**config.mk**
```make
export PLATFORM = sky130hd
export DESIGN_NAME = score_frame_controller_flat
export DESIGN_NICKNAME = d
export VERILOG_FILES = /design/src/rtl/score_frame_controller_if.sv /design/src/rtl/score_frame_controller.sv /design/src/flat_wrapper.sv
export SDC_FILE = /design/constraint.sdc
export NUM_CORES = 1
export LEC_CHECK = 0
export ABC_AREA = 1
export CORE_UTILIZATION = 40
export DETAILED_ROUTE_END_ITERATION = 7
export MAX_ROUTING_LAYER = met4
export PLACE_DENSITY = 0.72
export SLEW_MARGIN = 20
export SYNTH_ARGS = -nofsm -noshare
export SYNTH_HDL_FRONTEND = slang
export SYNTH_SLANG_ARGS = --single-unit
```
**constraint.sdc**
```tcl
create_clock -name clk_in -period 4.3 [get_ports clk_in]
set_input_delay 0.43 -clock clk_in [delete_from_list [all_inputs] [get_ports clk_in]]
set_output_delay 0.43 -clock clk_in [all_outputs]
set_load 0.01 [all_outputs]
```
**src/rtl/score_frame_controller_if.sv**
```systemverilog
// Purpose : bundles the game-control, pixel-side and scorer-side signals of score_frame_controller.
// Latency : none (wiring only).
// Backpressure: none; pixel and scorer strobes are single-cycle valids with no ready.
//
// Port summary (controller view = slave modport):
//   game control : start_in, abort_in -> round_out, score_valid_out, score_out,
//                  total_out, busy_out, done_out, timeout_out
//   pixel side   : pixel_valid_in, hcount_in, vcount_in
//   scorer side  : scorer_valid_in, scorer_score_in -> scorer_rst_out,
//                  scorer_valid_out, scorer_last_out
// The master modport is the environment's view (pipeline, scorer and game logic).
// HRES/VRES/ROUNDS must match the controller instance they connect to.
interface score_frame_controller_if #(
    parameter int HRES   = 320,
    parameter int VRES   = 180,
    parameter int ROUNDS = 4
);
    localparam int HW = $clog2(HRES);
    localparam int VW = $clog2(VRES);
    localparam int RW = (ROUNDS > 2) ? $clog2(ROUNDS) : 1;
    localparam int TW = $clog2(7 * ROUNDS + 1);

    // game control
    logic          start_in;
    logic          abort_in;
    logic [RW-1:0] round_out;
    logic          score_valid_out;
    logic [2:0]    score_out;
    logic [TW-1:0] total_out;
    logic          busy_out;
    logic          done_out;
    logic          timeout_out;

    // pixel pipeline
    logic          pixel_valid_in;
    logic [HW-1:0] hcount_in;
    logic [VW-1:0] vcount_in;

    // scorer
    logic          scorer_rst_out;
    logic          scorer_valid_out;
    logic          scorer_last_out;
    logic          scorer_valid_in;
    logic [2:0]    scorer_score_in;

    modport slave (
        input  start_in, abort_in,
        input  pixel_valid_in, hcount_in, vcount_in,
        input  scorer_valid_in, scorer_score_in,
        output scorer_rst_out, scorer_valid_out, scorer_last_out,
        output round_out, score_valid_out, score_out, total_out,
        output busy_out, done_out, timeout_out
    );

    modport master (
        output start_in, abort_in,
        output pixel_valid_in, hcount_in, vcount_in,
        output scorer_valid_in, scorer_score_in,
        input  scorer_rst_out, scorer_valid_out, scorer_last_out,
        input  round_out, score_valid_out, score_out, total_out,
        input  busy_out, done_out, timeout_out
    );
endinterface

```
**src/rtl/score_frame_controller.sv**
```systemverilog
// Purpose : sequences the pose scorer over a multi-round game: clear, align to frame origin,
//           forward one frame, collect the 3-bit result, accumulate the game total.
// Latency : pixel strobe to scorer_valid_out/scorer_last_out 1 cycle; scorer result to score_valid_out 1 cycle.
// Backpressure: none; pixels arriving outside the scoring window are dropped, and the
//           controller waits in WAIT for the scorer (bounded only when SCORE_TIMEOUT_EN is defined).
//
// Ports: clk_in, rst_in (asynchronous, active-high) plus bus (score_frame_controller_if.slave),
//        see the interface file for the signal list.
// Optional feature: define SCORE_TIMEOUT_EN to bound the result wait to TIMEOUT cycles; on expiry
//        the round scores 7 and timeout_out is set. Undefined: WAIT never times out and
//        timeout_out stays 0.
module score_frame_controller #(
    parameter int HRES    = 320,
    parameter int VRES    = 180,
    parameter int ROUNDS  = 4,
    parameter int TIMEOUT = 1024
) (
    input  logic                      clk_in,
    input  logic                      rst_in,
    score_frame_controller_if.slave   bus
);
    localparam int HW = $clog2(HRES);
    localparam int VW = $clog2(VRES);
    localparam int RW = (ROUNDS > 2) ? $clog2(ROUNDS) : 1;
    localparam int TW = $clog2(7 * ROUNDS + 1);

    // One extra bit on the limits so HRES/VRES themselves are representable.
    localparam logic [HW:0]   H_LIM  = (HW + 1)'(HRES);
    localparam logic [VW:0]   V_LIM  = (VW + 1)'(VRES);
    localparam logic [HW-1:0] H_LAST = HW'(HRES - 1);
    localparam logic [VW-1:0] V_LAST = VW'(VRES - 1);
    localparam logic [RW-1:0] R_LAST = RW'(ROUNDS - 1);

    localparam logic [2:0] S_IDLE  = 3'd0;
    localparam logic [2:0] S_CLEAR = 3'd1;
    localparam logic [2:0] S_SYNC  = 3'd2;
    localparam logic [2:0] S_SCORE = 3'd3;
    localparam logic [2:0] S_WAIT  = 3'd4;
    localparam logic [2:0] S_NEXT  = 3'd5;
    localparam logic [2:0] S_DONE  = 3'd6;

    logic [2:0] state;
    logic [2:0] state_nxt;

    logic       pix_in_frame;
    logic       pix_origin;
    logic       pix_last;
    logic       abort_hit;
    logic       game_start;
    logic       fwd;
    logic       fwd_last;
    logic       take_result;
    logic       timeout_hit;
    logic       round_adv;
    logic [2:0] result;

    // ------------------------------------------------------------------
    // Pixel qualification
    // ------------------------------------------------------------------
    assign pix_in_frame = bus.pixel_valid_in
                       && ({1'b0, bus.hcount_in} < H_LIM)
                       && ({1'b0, bus.vcount_in} < V_LIM);
    assign pix_origin   = pix_in_frame && (bus.hcount_in == '0) && (bus.vcount_in == '0);
    assign pix_last     = pix_in_frame && (bus.hcount_in == H_LAST) && (bus.vcount_in == V_LAST);

    // Abort only means something once a game is running; in IDLE a start wins.
    assign abort_hit  = bus.abort_in && (state != S_IDLE);
    assign game_start = (state == S_IDLE) && bus.start_in;

    // ------------------------------------------------------------------
    // Result wait bound
    // ------------------------------------------------------------------
`ifdef SCORE_TIMEOUT_EN
    localparam int CW = $clog2(TIMEOUT + 1);

    logic [CW-1:0] wait_cnt;

    // wait_cnt holds the number of WAIT cycles already completed, so the
    // TIMEOUT-th WAIT cycle is the one where it reads TIMEOUT-1.
    always_ff @(posedge clk_in or posedge rst_in) begin
        if (rst_in) begin
            wait_cnt <= '0;
        end else if (state == S_WAIT) begin
            wait_cnt <= wait_cnt + CW'(1);
        end else begin
            wait_cnt <= '0;
        end
    end

    // A real result on the expiry cycle takes precedence.
    assign timeout_hit = (state == S_WAIT) && !bus.scorer_valid_in
                      && (wait_cnt == CW'(TIMEOUT - 1));
`else
    // TIMEOUT only matters when the timeout is built in.
    logic timeout_unused;
    assign timeout_unused = (TIMEOUT > 0);
    assign timeout_hit    = 1'b0;
`endif

    assign take_result = (state == S_WAIT) && !bus.abort_in
                      && (bus.scorer_valid_in || timeout_hit);
    assign result      = bus.scorer_valid_in ? bus.scorer_score_in : 3'd7;

    // ------------------------------------------------------------------
    // Next state and pixel forwarding decision
    // ------------------------------------------------------------------
    always_comb begin
        state_nxt = state;
        fwd       = 1'b0;
        fwd_last  = 1'b0;

        if (state == S_IDLE) begin
            if (bus.start_in) begin
                state_nxt = S_CLEAR;
            end
        end else if (bus.abort_in) begin
            state_nxt = S_IDLE;
        end else begin
            case (state)
                S_CLEAR: begin
                    state_nxt = S_SYNC;
                end
                S_SYNC: begin
                    // Only the frame origin starts a round; a 1x1 frame is also its own last pixel.
                    if (pix_origin) begin
                        fwd = 1'b1;
                        if (pix_last) begin
                            fwd_last  = 1'b1;
                            state_nxt = S_WAIT;
                        end else begin
                            state_nxt = S_SCORE;
                        end
                    end
                end
                S_SCORE: begin
                    if (pix_in_frame) begin
                        fwd = 1'b1;
                        if (pix_last) begin
                            fwd_last  = 1'b1;
                            state_nxt = S_WAIT;
                        end
                    end
                end
                S_WAIT: begin
                    if (bus.scorer_valid_in || timeout_hit) begin
                        state_nxt = S_NEXT;
                    end
                end
                S_NEXT: begin
                    state_nxt = (bus.round_out == R_LAST) ? S_DONE : S_CLEAR;
                end
                S_DONE: begin
                    state_nxt = S_IDLE;
                end
                default: begin
                    state_nxt = S_IDLE;
                end
            endcase
        end
    end

    assign round_adv = (state == S_NEXT) && (state_nxt == S_CLEAR);

    // ------------------------------------------------------------------
    // State and registered outputs
    // ------------------------------------------------------------------
    always_ff @(posedge clk_in or posedge rst_in) begin
        if (rst_in) begin
            state                <= S_IDLE;
            bus.scorer_rst_out   <= 1'b0;
            bus.scorer_valid_out <= 1'b0;
            bus.scorer_last_out  <= 1'b0;
            bus.round_out        <= '0;
            bus.score_valid_out  <= 1'b0;
            bus.score_out        <= '0;
            bus.total_out        <= '0;
            bus.busy_out         <= 1'b0;
            bus.done_out         <= 1'b0;
            bus.timeout_out      <= 1'b0;
        end else begin
            state                <= state_nxt;
            // CLEAR lasts exactly one cycle, so entering it yields a one-cycle clear;
            // an abort also clears the scorer so a half-scored frame cannot leak.
            bus.scorer_rst_out   <= (state_nxt == S_CLEAR) || abort_hit;
            bus.scorer_valid_out <= fwd;
            bus.scorer_last_out  <= fwd_last;
            bus.busy_out         <= (state_nxt != S_IDLE);
            bus.done_out         <= (state_nxt == S_DONE);
            bus.score_valid_out  <= take_result;

            if (game_start) begin
                bus.round_out   <= '0;
                bus.score_out   <= '0;
                bus.total_out   <= '0;
                bus.timeout_out <= 1'b0;
            end

            if (take_result) begin
                bus.score_out <= result;
                // TW is sized for 7*ROUNDS, so the sum cannot wrap.
                bus.total_out <= bus.total_out + TW'(result);
                if (!bus.scorer_valid_in) begin
                    bus.timeout_out <= 1'b1;
                end
            end

            if (round_adv) begin
                bus.round_out <= bus.round_out + RW'(1);
            end
        end
    end
endmodule
```
**src/flat_wrapper.sv**
```systemverilog
// flat-port wrapper written by rule: the top's interface ports become plain ports
module score_frame_controller_flat 
#(
    parameter int HRES    = 320,
    parameter int VRES    = 180,
    parameter int ROUNDS  = 4,
    parameter int TIMEOUT = 1024
)
  (clk_in, rst_in, bus_start_in, bus_abort_in, bus_pixel_valid_in, bus_hcount_in, bus_vcount_in, bus_scorer_valid_in, bus_scorer_score_in, bus_scorer_rst_out, bus_scorer_valid_out, bus_scorer_last_out, bus_round_out, bus_score_valid_out, bus_score_out, bus_total_out, bus_busy_out, bus_done_out, bus_timeout_out);
  score_frame_controller_if #(.HRES(HRES), .VRES(VRES), .ROUNDS(ROUNDS)) bus_i ();
  input  logic clk_in;
  input  logic rst_in;
  input wire logic [$bits(bus_i.start_in)-1:0] bus_start_in;
  input wire logic [$bits(bus_i.abort_in)-1:0] bus_abort_in;
  input wire logic [$bits(bus_i.pixel_valid_in)-1:0] bus_pixel_valid_in;
  input wire logic [$bits(bus_i.hcount_in)-1:0] bus_hcount_in;
  input wire logic [$bits(bus_i.vcount_in)-1:0] bus_vcount_in;
  input wire logic [$bits(bus_i.scorer_valid_in)-1:0] bus_scorer_valid_in;
  input wire logic [$bits(bus_i.scorer_score_in)-1:0] bus_scorer_score_in;
  output wire logic [$bits(bus_i.scorer_rst_out)-1:0] bus_scorer_rst_out;
  output wire logic [$bits(bus_i.scorer_valid_out)-1:0] bus_scorer_valid_out;
  output wire logic [$bits(bus_i.scorer_last_out)-1:0] bus_scorer_last_out;
  output wire logic [$bits(bus_i.round_out)-1:0] bus_round_out;
  output wire logic [$bits(bus_i.score_valid_out)-1:0] bus_score_valid_out;
  output wire logic [$bits(bus_i.score_out)-1:0] bus_score_out;
  output wire logic [$bits(bus_i.total_out)-1:0] bus_total_out;
  output wire logic [$bits(bus_i.busy_out)-1:0] bus_busy_out;
  output wire logic [$bits(bus_i.done_out)-1:0] bus_done_out;
  output wire logic [$bits(bus_i.timeout_out)-1:0] bus_timeout_out;
  assign bus_i.start_in = bus_start_in;
  assign bus_i.abort_in = bus_abort_in;
  assign bus_i.pixel_valid_in = bus_pixel_valid_in;
  assign bus_i.hcount_in = bus_hcount_in;
  assign bus_i.vcount_in = bus_vcount_in;
  assign bus_i.scorer_valid_in = bus_scorer_valid_in;
  assign bus_i.scorer_score_in = bus_scorer_score_in;
  assign bus_scorer_rst_out = bus_i.scorer_rst_out;
  assign bus_scorer_valid_out = bus_i.scorer_valid_out;
  assign bus_scorer_last_out = bus_i.scorer_last_out;
  assign bus_round_out = bus_i.round_out;
  assign bus_score_valid_out = bus_i.score_valid_out;
  assign bus_score_out = bus_i.score_out;
  assign bus_total_out = bus_i.total_out;
  assign bus_busy_out = bus_i.busy_out;
  assign bus_done_out = bus_i.done_out;
  assign bus_timeout_out = bus_i.timeout_out;
  score_frame_controller #(.HRES(HRES), .VRES(VRES), .ROUNDS(ROUNDS), .TIMEOUT(TIMEOUT)) u_core (.clk_in(clk_in), .rst_in(rst_in), .bus(bus_i));
endmodule
```
After elaboration in Yosys (flattened, before gate mapping)
Cells that the tools add are included.

Register bits: 20. Output and inout port bits: 17.

$add $sub $neg: 2. Order comparisons: 2. Eq/ne operators: 10. Multiplexer cells: 31. Reductions and logical operators: 20.

Operators with widths (count): 2-to-1 mux 3 bit (12); case mux 3 bit (5 select lines) (1); 2-to-1 mux 1 bit (12); logical AND 1 bit (11); 2-to-1 mux 5 bit (2); equality test 3 bit, second input constant (3); equality test 9 bit, second input constant (1); zero test 9 bit (1); < comparator 9 bit, second input constant (1); equality test 8 bit, second input constant (1); zero test 8 bit (1); < comparator 8 bit, second input constant (1); equality test 3 x 1 -> 1 bit, second input constant (2); equality test 3 x 2 -> 1 bit, second input constant (2); nonzero test 3 bit (2); adder 5 x 3 -> 5 bit (1); 2-to-1 mux 2 bit (2); case mux 1 bit (2 select lines) (2); nonzero test 2 bit (2); zero test 3 bit (1); adder 2 x 1 -> 2 bit, second input constant (1); equality test 2 bit, second input constant (1); zero test 1 bit (1); logical OR 1 bit (1).

Longest topological paths before layout
Depth after elaboration: 13. Mapped depth: 14. Depth with buffers taken out: 14.

Worst setup path after synthesis
OpenSTA, ideal clock, no wires.

Kind: in2reg. Start: in bus_scorer_score_in[0]. End: reg u_core.bus.total_out[2]. Data arrival time: 1.434 ns. Required time: 4.178 ns. Slack: 2.744 ns. Cell stages on the path: 8. Path buffers: 0. Cells stage by stage: inv_1 nand2_1 ha_1 inv_1 fa_1 nor2_1 nor2_1 a32o_1.

Cells in the longest elaborated chain, start to end: 3.

RTL lines: from (decl) (RTL line flat_wrapper.sv:19) `input wire logic [$bits(bus_i.scorer_score_in)-1:0] bus_scorer_score_in;`; 2-to-1 mux 3 bit (RTL line score_frame_controller.sv:102) `assign result = bus.scorer_valid_in ? bus.scorer_score_in : 3'd7;`; adder 5 x 3 -> 5 bit (RTL line score_frame_controller.sv:201) `bus.total_out <= bus.total_out + TW'(result);`; 2-to-1 mux 5 bit (RTL line score_frame_controller.sv:198) `if (take_result) begin`; to (signal assigned) (RTL line score_frame_controller.sv:201); to (decl) (RTL line score_frame_controller_if.sv:51) `output round_out, score_valid_out, score_out, total_out,`.

Every way passes these cells. A chain may end at the register's enable or synchronous reset.

Final worst setup path
Start: in bus_scorer_score_in[0]. End: reg u_core.bus.total_out[4].

The elaborated chain is that of the path after synthesis.

==> flow_metrics.env <==
export IMPL_clock_path_buffers=2
export IMPL_slowest_stage="clkdlybuf4s50_1"
export IMPL_tns_ns=0
export IMPL_critPathCaptureType="flip-flop"
export IMPL_track_usage=0.185
export IMPL_crit_top_cell="inv_1"
export IMPL_cp_depth=10
export IMPL_drt_iter0_markers=52
export IMPL_finalMaxSlewViolations=0
export IMPL_synth_cell_area_um2=1220
export IMPL_drc=2
export IMPL_crit_arrival_ns=2.03
export IMPL_skew_ns=0.00369
export IMPL_yosys_warnings=0
export IMPL_wl_per_cell_um=11.1
export IMPL_cts_root_buf="clkbuf_4"
export IMPL_synth_avg_cell_area_um2=7.52
export IMPL_final_net_count=238
export IMPL_syn_nets=193
export IMPL_ys_ff_latch=20
export IMPL_r2r_cells=6
export IMPL_outcome="complete, but fails checks"
export IMPL_peakVddDrop_mv=0.267
export IMPL_cts_sinks=20
export IMPL_relSlewSlack=0.497
export IMPL_dp_cells=233
export IMPL_max_cap_viol_count=0
export IMPL_postCtsSetupRepairBufs=0
export IMPL_fillers=248
export IMPL_hpwl_um=2160
export IMPL_io_buffers=42
export IMPL_fp_row_count=19
export IMPL_hp_class="reg -> reg"
export IMPL_holdWs_ns=0.477
export IMPL_core_um2=2830
export IMPL_synth_distinct_cells=25
export IMPL_grt_max_degree=21
export IMPL_finalHoldViolations=0
export IMPL_start_util=0.431
export IMPL_finalCriticalPeriod_ns=1.84
export IMPL_crit_family="buffers and inverters"
export IMPL_crit_type="in -> reg"
export IMPL_die_w_um=57.2
export IMPL_cp_max_fo=2
export IMPL_cts_tree="done"
export IMPL_antenna_found_initial=0
export IMPL_finalSetupViolCount=0
export IMPL_path_clk_slew_ns=0.11
export IMPL_post_drt_via_cell_ratio=5.00
export IMPL_instances_no_fill=236
export IMPL_grt_pass1_wl_um=4690
export IMPL_start_kind="input port"
export IMPL_powerDensity_nw_per_um2=252
export IMPL_synthCells=162
export IMPL_num_vias=1180
export IMPL_grt_pass1_vias=1115
export IMPL_dieHeight_um=57.2
export IMPL_drive_gt1_frac=0.0780
export IMPL_max_stage_delay_ns=0.46
export IMPL_leakagePower_nw=0.822
export IMPL_yosysSeqAreaShare=0.411
export IMPL_ant_nets=0
export IMPL_cts_resized=0
export IMPL_timing_final_crit_share=0.427
export IMPL_clock_latency_ns=0.29
export IMPL_synthToLayoutAreaGrowth_pct=38.3
export IMPL_numCtsBuffers=3
export IMPL_path_cells="clkdlybuf4s50_1 > inv_1 > nand2_1 > ha_1 > inv_1 > fa_1 > nor2_1 > o211ai_1 > nand3_1 > o21ai_1"
export IMPL_path_buf_inv=3
export IMPL_drt_first_pass_iters=6
export IMPL_gp_congestion=0.803
export IMPL_cp_required_ns=4.49
export IMPL_worstHoldPathCells=2
export IMPL_fmaxAchievable_mhz=544
export IMPL_rsz0062_at_grt="no"
export IMPL_tightest_slew_ns=0.753
export IMPL_violations="design-rule violations"
export IMPL_boundaryPins=43
export IMPL_holdBufCountCts=0
export IMPL_dieArea_um2=3270
export IMPL_wl_um=2630
export IMPL_grt_ovfl_total=0
export IMPL_n_antenna_cell=0
export IMPL_h_tree_depth=1
-- flip-flops by register name, summed over array words and instances (netlist names) --
register,cells
u_core.bus.score_valid_out,1
u_core.bus.scorer_rst_out,1
u_core.bus.score_out,3
u_core.bus.busy_out,1
u_core.state,3
u_core.bus.scorer_valid_out,1
u_core.bus.total_out,5
u_core.bus.round_out,2
u_core.bus.scorer_last_out,1
u_core.bus.timeout_out,1
u_core.bus.done_out,1
-- final timing paths --
check | from | endpoint | slack, ns
setup / recovery | bus_scorer_score_in[0] | u_core.bus.total_out[4]$_DFFE_PP0P_ | 2.46
hold / removal | u_core.bus.timeout_out$_DFF_PP0_ | u_core.bus.timeout_out$_DFF_PP0_ | 0.48
setup reg to reg | u_core.state[1]$_DFF_PP0_ | u_core.bus.total_out[4]$_DFFE_PP0P_ | 2.69
hold reg to reg | u_core.bus.timeout_out$_DFF_PP0_ | u_core.bus.timeout_out$_DFF_PP0_ | 0.48
max in group asynchronous | rst_in | u_core.bus.total_out[3]$_DFFE_PP0P_ | 3.27
min in group asynchronous | rst_in | u_core.bus.round_out[1]$_DFFE_PP0P_ | 0.56
-- report_power, final --
| group | internal [mW] | switching, mW |
|---|---|---|
| registers | 0.201 | 0.0102 |
| clock network | 0.0326 | 0.0533 |
| logic | 0.0597 | 0.0685 |
-- synth_stat cells (all sizes together) --
| master | number | share of area |
|---|---|---|
| nor3b | 1 | 0.0062 |
| o211ai | 2 | 0.012 |
| nor2 | 28 | 0.097 |
| inv | 27 | 0.083 |
| nor3 | 3 | 0.012 |
| buf | 1 | 0.0092 |
| nand2 | 40 | 0.13 |
| o21ai | 8 | 0.042 |
| a32o | 1 | 0.0082 |
| a21boi | 1 | 0.0062 |
| nor4 | 1 | 0.010 |
| clkbuf | 1 | 0.0031 |
| ha | 4 | 0.041 |
| dfrtp | 20 | 0.41 |
| a21oi | 5 | 0.021 |
| nand3 | 14 | 0.068 |
| fa | 1 | 0.016 |
| nand4 | 4 | 0.021 |
-- cell type report --
cell class                      instances  area, µm²  share of cell area
Multi-Input combinational cell        113        602               0.357
Sequential cell                        20        500               0.297
Timing Repair Buffer                   42        420               0.249
Inverter                               27        101              0.0601
Tap cell                               31       38.8              0.0230
Clock buffer                            3       22.5              0.0134
-- kinds of logic after synthesis --
| family | Yosys count | share of synthesized area |
|---|---|---|
| buf+inv | 29 | 0.0955 |
| flops | 20 | 0.411 |
| compound gates | 17 | 0.0893 |
| fa+ha+maj | 5 | 0.0575 |
| simple gates | 91 | 0.347 |
-- per-layer routing --
layer,global-route usage,routed length [µm]
met4,0.0314,31
met3,0.0522,127
met2,0.286,1210
met1,0.248,1260
met5,-,0
-- placed cells by master (no fill, tap or decap), types with 4 or more instances in the layout --
cell,netlist,routed
inv_1,25,25
nand2_2,5,5
o21ai_0,6,6
ha_1,4,4
nand2_1,35,35
nand3_1,13,13
a21oi_1,5,5
nand4_1,4,4
dfrtp_1,20,20
clkdlybuf4s50_1,0,42
nor2_1,25,25
-- worst register-to-register path: cells and delay by family (launching register included) --
family | cells | cell delay, ns
buf+inv | 1 | 0.15
flops | 1 | 0.45
compound gates | 2 | 0.18
simple gates | 3 | 0.71
-- stage by stage --
step	instance area (µm²)	power [mW]	utilization	setup WS, ns
final	1690	0.425	0.596	2.46
after global routing	1690	0.455	0.596	2.29
after CTS	1690	0.429	0.596	2.46
after detailed placement	1660	0.343	0.588	2.14
after global placement	1660	0.341	0.588	2.21
after floorplan	1220	0.286	-	2.74
(Power assumes the default switching activity.)
